===== src/rtl/qspi_cmd_arbiter.sv =====
// Two-port round-robin arbiter that sequences QSPI flash commands.
// Define QSPI_WIP_POLL_EN to poll WIP after WRITE/ERASE.
module qspi_cmd_arbiter #(
  parameter logic [7:0]  OP_READ  = 8'h03,
  parameter logic [7:0]  OP_PROG  = 8'h02,
  parameter logic [7:0]  OP_ERASE = 8'h20,
  parameter logic [7:0]  OP_WREN  = 8'h06,
  parameter logic [7:0]  OP_RDSR  = 8'h05,
  parameter int unsigned POLL_MAX = 1024
) (
  input  logic        clk_i,
  input  logic        rst_n_i,
  input  logic        req0_valid_i,
  output logic        req0_ready_o,
  input  logic [3:0]  req0_type_i,
  input  logic [31:0] req0_addr_i,
  input  logic [31:0] req0_wdata_i,
  input  logic        req1_valid_i,
  output logic        req1_ready_o,
  input  logic [3:0]  req1_type_i,
  input  logic [31:0] req1_addr_i,
  input  logic [31:0] req1_wdata_i,
  output logic        rsp_valid_o,
  output logic        rsp_id_o,
  output logic        rsp_err_o,
  output logic [31:0] rsp_rdata_o,
  output logic        seq_start_o,
  output logic [3:0]  seq_cmd_type_o,
  output logic [7:0]  seq_cmd_o,
  output logic [31:0] seq_addr_o,
  output logic [31:0] seq_data_o,
  input  logic        seq_done_i,
  input  logic [31:0] seq_rdata_i
);

  localparam logic [3:0] T_READ  = 4'd0;
  localparam logic [3:0] T_WRITE = 4'd1;
  localparam logic [3:0] T_RDSR  = 4'd2;
  localparam logic [3:0] T_WREN  = 4'd5;
  localparam logic [3:0] T_ERASE = 4'd7;

  typedef enum logic [2:0] {
    S_IDLE,
    S_WREN,
    S_WREN_WAIT,
    S_CMD,
    S_CMD_WAIT,
    S_RESP
`ifdef QSPI_WIP_POLL_EN
    ,
    S_POLL,
    S_POLL_WAIT
`endif
  } state_t;

  function automatic logic [7:0] op_of(
    input logic [3:0] t
  );
    logic [7:0] op;
    case (t)
      T_WRITE: op = OP_PROG;
      T_ERASE: op = OP_ERASE;
      T_WREN:  op = OP_WREN;
      T_RDSR:  op = OP_RDSR;
      default: op = OP_READ;
    endcase
    return op;
  endfunction

  state_t      state;
  logic        prio_q;
  logic [3:0]  type_q;
  logic [31:0] addr_q;
  logic [31:0] wdata_q;

`ifdef QSPI_WIP_POLL_EN
  logic [15:0] poll_cnt_q;
  logic [16:0] poll_nxt;
  logic        poll_lim;

  assign poll_nxt = {1'b0, poll_cnt_q} + 17'd1;
  assign poll_lim = poll_nxt >= 17'(POLL_MAX);
`endif

  logic        gnt_id;
  logic        acc;
  logic        acc_id;
  logic [3:0]  acc_type;
  logic [31:0] acc_addr;
  logic [31:0] acc_wdata;
  logic        acc_read;
  logic        acc_legal;

  // prio_q names the requester that wins a tie
  assign gnt_id = (req0_valid_i && req1_valid_i)
                ? prio_q : req1_valid_i;

  assign acc = (state == S_IDLE)
            && ((req0_ready_o && req0_valid_i)
             || (req1_ready_o && req1_valid_i));

  assign acc_id    = req1_ready_o;
  assign acc_type  = acc_id ? req1_type_i  : req0_type_i;
  assign acc_addr  = acc_id ? req1_addr_i  : req0_addr_i;
  assign acc_wdata = acc_id ? req1_wdata_i : req0_wdata_i;
  assign acc_read  = acc_type == T_READ;
  assign acc_legal = acc_read
                  || acc_type == T_WRITE
                  || acc_type == T_ERASE;

  always_ff @(posedge clk_i or negedge rst_n_i) begin
    if (!rst_n_i) begin
      state          <= S_IDLE;
      prio_q         <= 1'b0;
      type_q         <= '0;
      addr_q         <= '0;
      wdata_q        <= '0;
      req0_ready_o   <= 1'b0;
      req1_ready_o   <= 1'b0;
      rsp_valid_o    <= 1'b0;
      rsp_id_o       <= 1'b0;
      rsp_err_o      <= 1'b0;
      rsp_rdata_o    <= '0;
      seq_start_o    <= 1'b0;
      seq_cmd_type_o <= '0;
      seq_cmd_o      <= '0;
      seq_addr_o     <= '0;
      seq_data_o     <= '0;
`ifdef QSPI_WIP_POLL_EN
      poll_cnt_q     <= '0;
`endif
    end else begin
      req0_ready_o <= 1'b0;
      req1_ready_o <= 1'b0;
      seq_start_o  <= 1'b0;
      rsp_valid_o  <= 1'b0;
      unique case (state)
        S_IDLE: begin
          if (acc) begin
            type_q      <= acc_type;
            addr_q      <= acc_addr;
            wdata_q     <= acc_wdata;
            prio_q      <= ~acc_id;
            rsp_id_o    <= acc_id;
            rsp_err_o   <= 1'b0;
            rsp_rdata_o <= '0;
            if (acc_read) begin
              state          <= S_CMD;
              seq_start_o    <= 1'b1;
              seq_cmd_type_o <= acc_type;
              seq_cmd_o      <= OP_READ;
              seq_addr_o     <= acc_addr;
              seq_data_o     <= acc_wdata;
            end else if (acc_legal) begin
              state          <= S_WREN;
              seq_start_o    <= 1'b1;
              seq_cmd_type_o <= T_WREN;
              seq_cmd_o      <= op_of(T_WREN);
              seq_addr_o     <= '0;
              seq_data_o     <= '0;
            end else begin
              state       <= S_RESP;
              rsp_valid_o <= 1'b1;
              rsp_err_o   <= 1'b1;
            end
          end else if (!req0_ready_o && !req1_ready_o
                    && (req0_valid_i || req1_valid_i)) begin
            req0_ready_o <= ~gnt_id;
            req1_ready_o <= gnt_id;
          end
        end
        S_WREN: state <= S_WREN_WAIT;
        S_WREN_WAIT: begin
          if (seq_done_i) begin
            state          <= S_CMD;
            seq_start_o    <= 1'b1;
            seq_cmd_type_o <= type_q;
            seq_cmd_o      <= op_of(type_q);
            seq_addr_o     <= addr_q;
            seq_data_o     <= wdata_q;
          end
        end
        S_CMD: state <= S_CMD_WAIT;
        S_CMD_WAIT: begin
          if (seq_done_i) begin
            if (type_q == T_READ) begin
              state       <= S_RESP;
              rsp_valid_o <= 1'b1;
              rsp_rdata_o <= seq_rdata_i;
            end else begin
`ifdef QSPI_WIP_POLL_EN
              state          <= S_POLL;
              poll_cnt_q     <= '0;
              seq_start_o    <= 1'b1;
              seq_cmd_type_o <= T_RDSR;
              seq_cmd_o      <= op_of(T_RDSR);
              seq_addr_o     <= '0;
              seq_data_o     <= '0;
`else
              state       <= S_RESP;
              rsp_valid_o <= 1'b1;
`endif
            end
          end
        end
`ifdef QSPI_WIP_POLL_EN
        S_POLL: state <= S_POLL_WAIT;
        S_POLL_WAIT: begin
          if (seq_done_i) begin
            if (!seq_rdata_i[0]) begin
              state       <= S_RESP;
              rsp_valid_o <= 1'b1;
            end else if (poll_lim) begin
              state       <= S_RESP;
              rsp_valid_o <= 1'b1;
              rsp_err_o   <= 1'b1;
            end else begin
              state       <= S_POLL;
              poll_cnt_q  <= poll_nxt[15:0];
              seq_start_o <= 1'b1;
            end
          end
        end
`endif
        S_RESP: state <= S_IDLE;
        default: state <= S_IDLE;
      endcase
    end
  end

endmodule


===== config.mk =====
export PLATFORM = sky130hd
export DESIGN_NAME = qspi_cmd_arbiter
export DESIGN_NICKNAME = d
export VERILOG_FILES = /design/src/rtl/qspi_cmd_arbiter.sv
export SDC_FILE = /design/constraint.sdc
export NUM_CORES = 1
export LEC_CHECK = 0
export CAP_MARGIN = 20
export CORE_MARGIN = 4
export CORE_UTILIZATION = 51
export CTS_BUF_LIST = sky130_fd_sc_hd__clkbuf_4
export CTS_CLUSTER_DIAMETER = 40
export CTS_CLUSTER_SIZE = 30
export DETAILED_ROUTE_END_ITERATION = 16
export PLACE_DENSITY = 0.89
export SETUP_SLACK_MARGIN = 0.02
export SYNTH_ARGS = -nofsm -noshare
export SYNTH_HDL_FRONTEND = slang
export SYNTH_SLANG_ARGS = --single-unit
export TNS_END_PERCENT = 30

===== constraint.sdc =====
create_clock -name clk_i -period 6.3 [get_ports clk_i]
set_input_delay 0.63 -clock clk_i [delete_from_list [all_inputs] [get_ports clk_i]]
set_output_delay 0.63 -clock clk_i [all_outputs]
set_load 0.005 [all_outputs]

==> flow_summary_export.csv <==
group,metric,value,unit
global_route,grt_pass1_wl,34.2,mm
setup_path,critPathMostFrequentCell,"mux2_2",
floorplan,die_w,136,um
power_and_ir_drop,power.leakage,4.88,nW
setup_path,rr_worst_depth,6,
drt,drt-total-wl,21.9,mm
setup_path,crit_slowest_cell,"dfrtp_4",
power_and_ir_drop,netSwitchingFraction,34.5,%
drt,via_count,6762,
timing,hold_violations,0,
layout,fin_nets,1230,
timing,worst_clock_skew,16.6,ps
timing,setup_viol,0,
power_and_ir_drop,clock_power_share,15.4,%
synth,yosysWarnings,0,
drt,firstDrtPassIters,5,
layout,fillers,1134,
synth,ys.flop_type,"dfrtp_1",
timing,period_share,56.4,%
clock_network,cts_inserted_buffers,17,
flow_run,maxCapViolCount,0,
synth,synth_edf_count,0,
power_and_ir_drop,peakVddDrop,0.212,mV
power_and_ir_drop,p_int,2.77,mW
clock_network,cts_tree,"built",
floorplan,initial_core_util,52.2,%
clock_network,post_cts_buffers,0,
synth,synthesis.area,8320,um^2
synth,synth_seq_cells,182,
timing,period_minus_slack,3550,ps
synth,synth_cell_types,40,
global_route,grtUsageTotal,23.6,%
clock_network,clockRootBuffer,"clkbuf_4",
global_route,grt_max_degree,104,
clock_network,cts.clk_slew.worst_paths,150,ps
drt,drt_iter0_markers,391,
clock_network,insertion_delay,580,ps
timing,setup_tns,0,ps
drt,ant_nets,0,
floorplan,core_area,15900,um^2
timing,report.final.slew_viol_count,0,
setup_path,rr_endpoint,"seq_addr_o[2]",
clock_network,hold_buffers,0,
synth,ys_top_cells_by_area,"dfrtp_1, o21ai_0, nand2_1",
floorplan,die_y,136,um
power_and_ir_drop,power.density,366,nW/um^2
worst_hold_path,worstHoldPathType,"input pin to asynchronous set/reset pin",
placement,gp_congestion,0.801,
setup_path,crit_required,6760,ps
power_and_ir_drop,p_sw,1.46,mW
setup_path,critPathTopFamily,"multiplexers",
power_and_ir_drop,p_comb_share,40.3,%
global_route,overflow,0,
layout,drive_above_1_share,10.9,%
clock_network,cts-htree-levels,4,
synth,synthArstFlopShare,100,%
drt,wire_per_inst,17.0,um
setup_path,crit_type,"flop to flop",
setup_path,cp_slowest_stage_delay,810,ps
power_and_ir_drop,pwr-share-seq,44.3,%
clock_network,clock_sinks,182,
synth,postSynthCellCount,806,
run_status,status,"complete, no violations",
timing,slew_headroom,29.8,%
drt,viasPerCell,5.25,
floorplan,rows,46,
setup_path,regToRegStartpoint,"req1_ready_o",
global_route,antenna_found_initial,1,
setup_path,crit_chain,"buf_4 > mux2_2 > inv_1 > o211ai_4 > nand2_4 > mux2_2",
timing,worst_pin_slew,1050,ps
floorplan,ios,287,
setup_path,path_buf_inv,2,
global_route,grt_pass1_vias,6887,
timing,fmax,281,MHz
placement,port_buffers,282,
setup_path,crit_fanout,68,
setup_path,rrSetupSlack,2750,ps
synth,seq_area_frac_synth,54.7,%
layout,area_growth,38.6,%
setup_path,cp-start-kind,"flop",
drt,drcViolationCount,0,
setup_path,endpoint_kind,"flop",
timing,rsz0062_at_grt,"no",
clock_network,cts_buffer_depth,2,
synth,syn_avg_cell_area,10.3,um^2
clock_network,postCtsResizedCells,0,
synth,synth_top_area_cell,"dfrtp_1",
floorplan,die-area,18400,um^2
timing,hold_ws,122,ps
placement,dp_hpwl,15.7,mm
setup_path,cp.arrival,4010,ps
setup_path,cp_num_cells,6,
synth,netlist.area_leader.share,54.7,%
## layout make-up
cell class	count	area, um^2	area share (%)
Inverter	3	11.3	0.0976
Multi-Input combinational cell	564	3520	30.5
Timing Repair Buffer	289	2890	25.0
Clock buffer	18	135	1.17
Antenna cell	1	2.50	0.0217
Sequential cell	182	4560	39.5
Clock inverter	14	149	1.29
Tap cell	216	270	2.34
## state kept, by name, indices dropped and copies added, names as in the netlist
name / cells
state: 3
wdata_q: 32
rsp_rdata_o: 32
req1_ready_o: 1
seq_addr_o: 32
seq_cmd_type_o: 4
type_q: 4
rsp_err_o: 1
addr_q: 32
seq_cmd_o: 4
rsp_id_o: 1
prio_q: 1
seq_data_o: 32
req0_ready_o: 1
seq_start_o: 1
rsp_valid_o: 1
## cell usage after synthesis (all sizes together), types with 2 or more instances
cell	number
a22o	2
nor4	2
nand3	5
and3	2
nor3	3
mux2	68
inv	3
mux2i	70
buf	18
dfrtp	182
nand2	208
o22ai	2
nor3b	3
or2	2
o21ai	166
o21bai	2
clkbuf	42
nand2b	3
nor2	4
a21boi	2
a21oi	5
## per-layer routing
metal	track usage [%]	wire length, um	vias up
met5	0	0	-
met4	9.18	572	0
met3	7.13	1780	41
met2	40.8	11000	268
met1	27.7	8570	3210
li1	-	-	3243
## logic make-up (layout without fill, tap and decap cells)
group           after synthesis  after routing  share of synthesized area (%)
other cells                   1              5                         0.0451
mux                         138            138                           18.4
simple gates                238            238                           11.7
compound gates              184            184                           11.7
buf+inv                      63            324                           3.49
flops                       182            182                           54.7
## stage by stage
| step | total power [mW] | instance area (um^2) | util [%] | std cells | setup slack [ps] |
|---|---|---|---|---|---|
| finish | 4.22 | 11500 | 72.4 | 1287 | 2750 |
| global route | 4.52 | 11500 | 72.4 | 1287 | 2570 |
| CTS | 4.26 | 11500 | 72.3 | 1286 | 2720 |
| detailed placement | 3.61 | 11200 | 70.6 | 1254 | 2750 |
| floorplan | 2.74 | 8330 | - | 809 | 4110 |
| global placement | 3.52 | 11200 | 70.4 | 1253 | 2790 |
## worst register-to-register path: stages (launching register included)
cell and delay [ps]:
dfrtp_4 810, buf_4 700, mux2_2 420, inv_1 110, o211ai_4 140, nand2_4 790
mux2_2 470
## power groups by stage
stage                     Clock (mW)  Combinational (mW)  Sequential, mW
final                          0.652                1.70            1.87
after global routing           0.720                1.88            1.93
after CTS                      0.667                1.73            1.87
after detailed placement           0                1.72            1.89
after global placement             0                1.65            1.87
after floorplan                    0               0.904            1.84
## worst max path at each step
stage	start	to
finish	req1_ready_o	seq_addr_o[2]
global route	req1_ready_o	seq_addr_o[28]
CTS	req1_ready_o	seq_addr_o[28]
detailed placement	req1_ready_o	seq_addr_o[21]
global placement	req1_ready_o	seq_addr_o[8]
floorplan	req1_type_i[0]	seq_cmd_o[2]
## cell usage in the layout (no fill, tap or decap), drive strengths merged, types with 2 or more instances in the layout
master           n
a21boi           2
a21oi            5
a22o             2
and3             2
buf              8
bufinv           2
clkbuf          18
clkdlybuf4s50  281
clkinv           7
conb             4
dfrtp          182
inv              7
mux2            68
mux2i           70
nand2          208
nand2b           3
nand3            5
nor2             4
nor3             3
nor3b            3
nor4             2
o21ai          166
o21bai           2
o22ai            2
or2              2
Note: power is estimated with default switching activity, not from simulation.
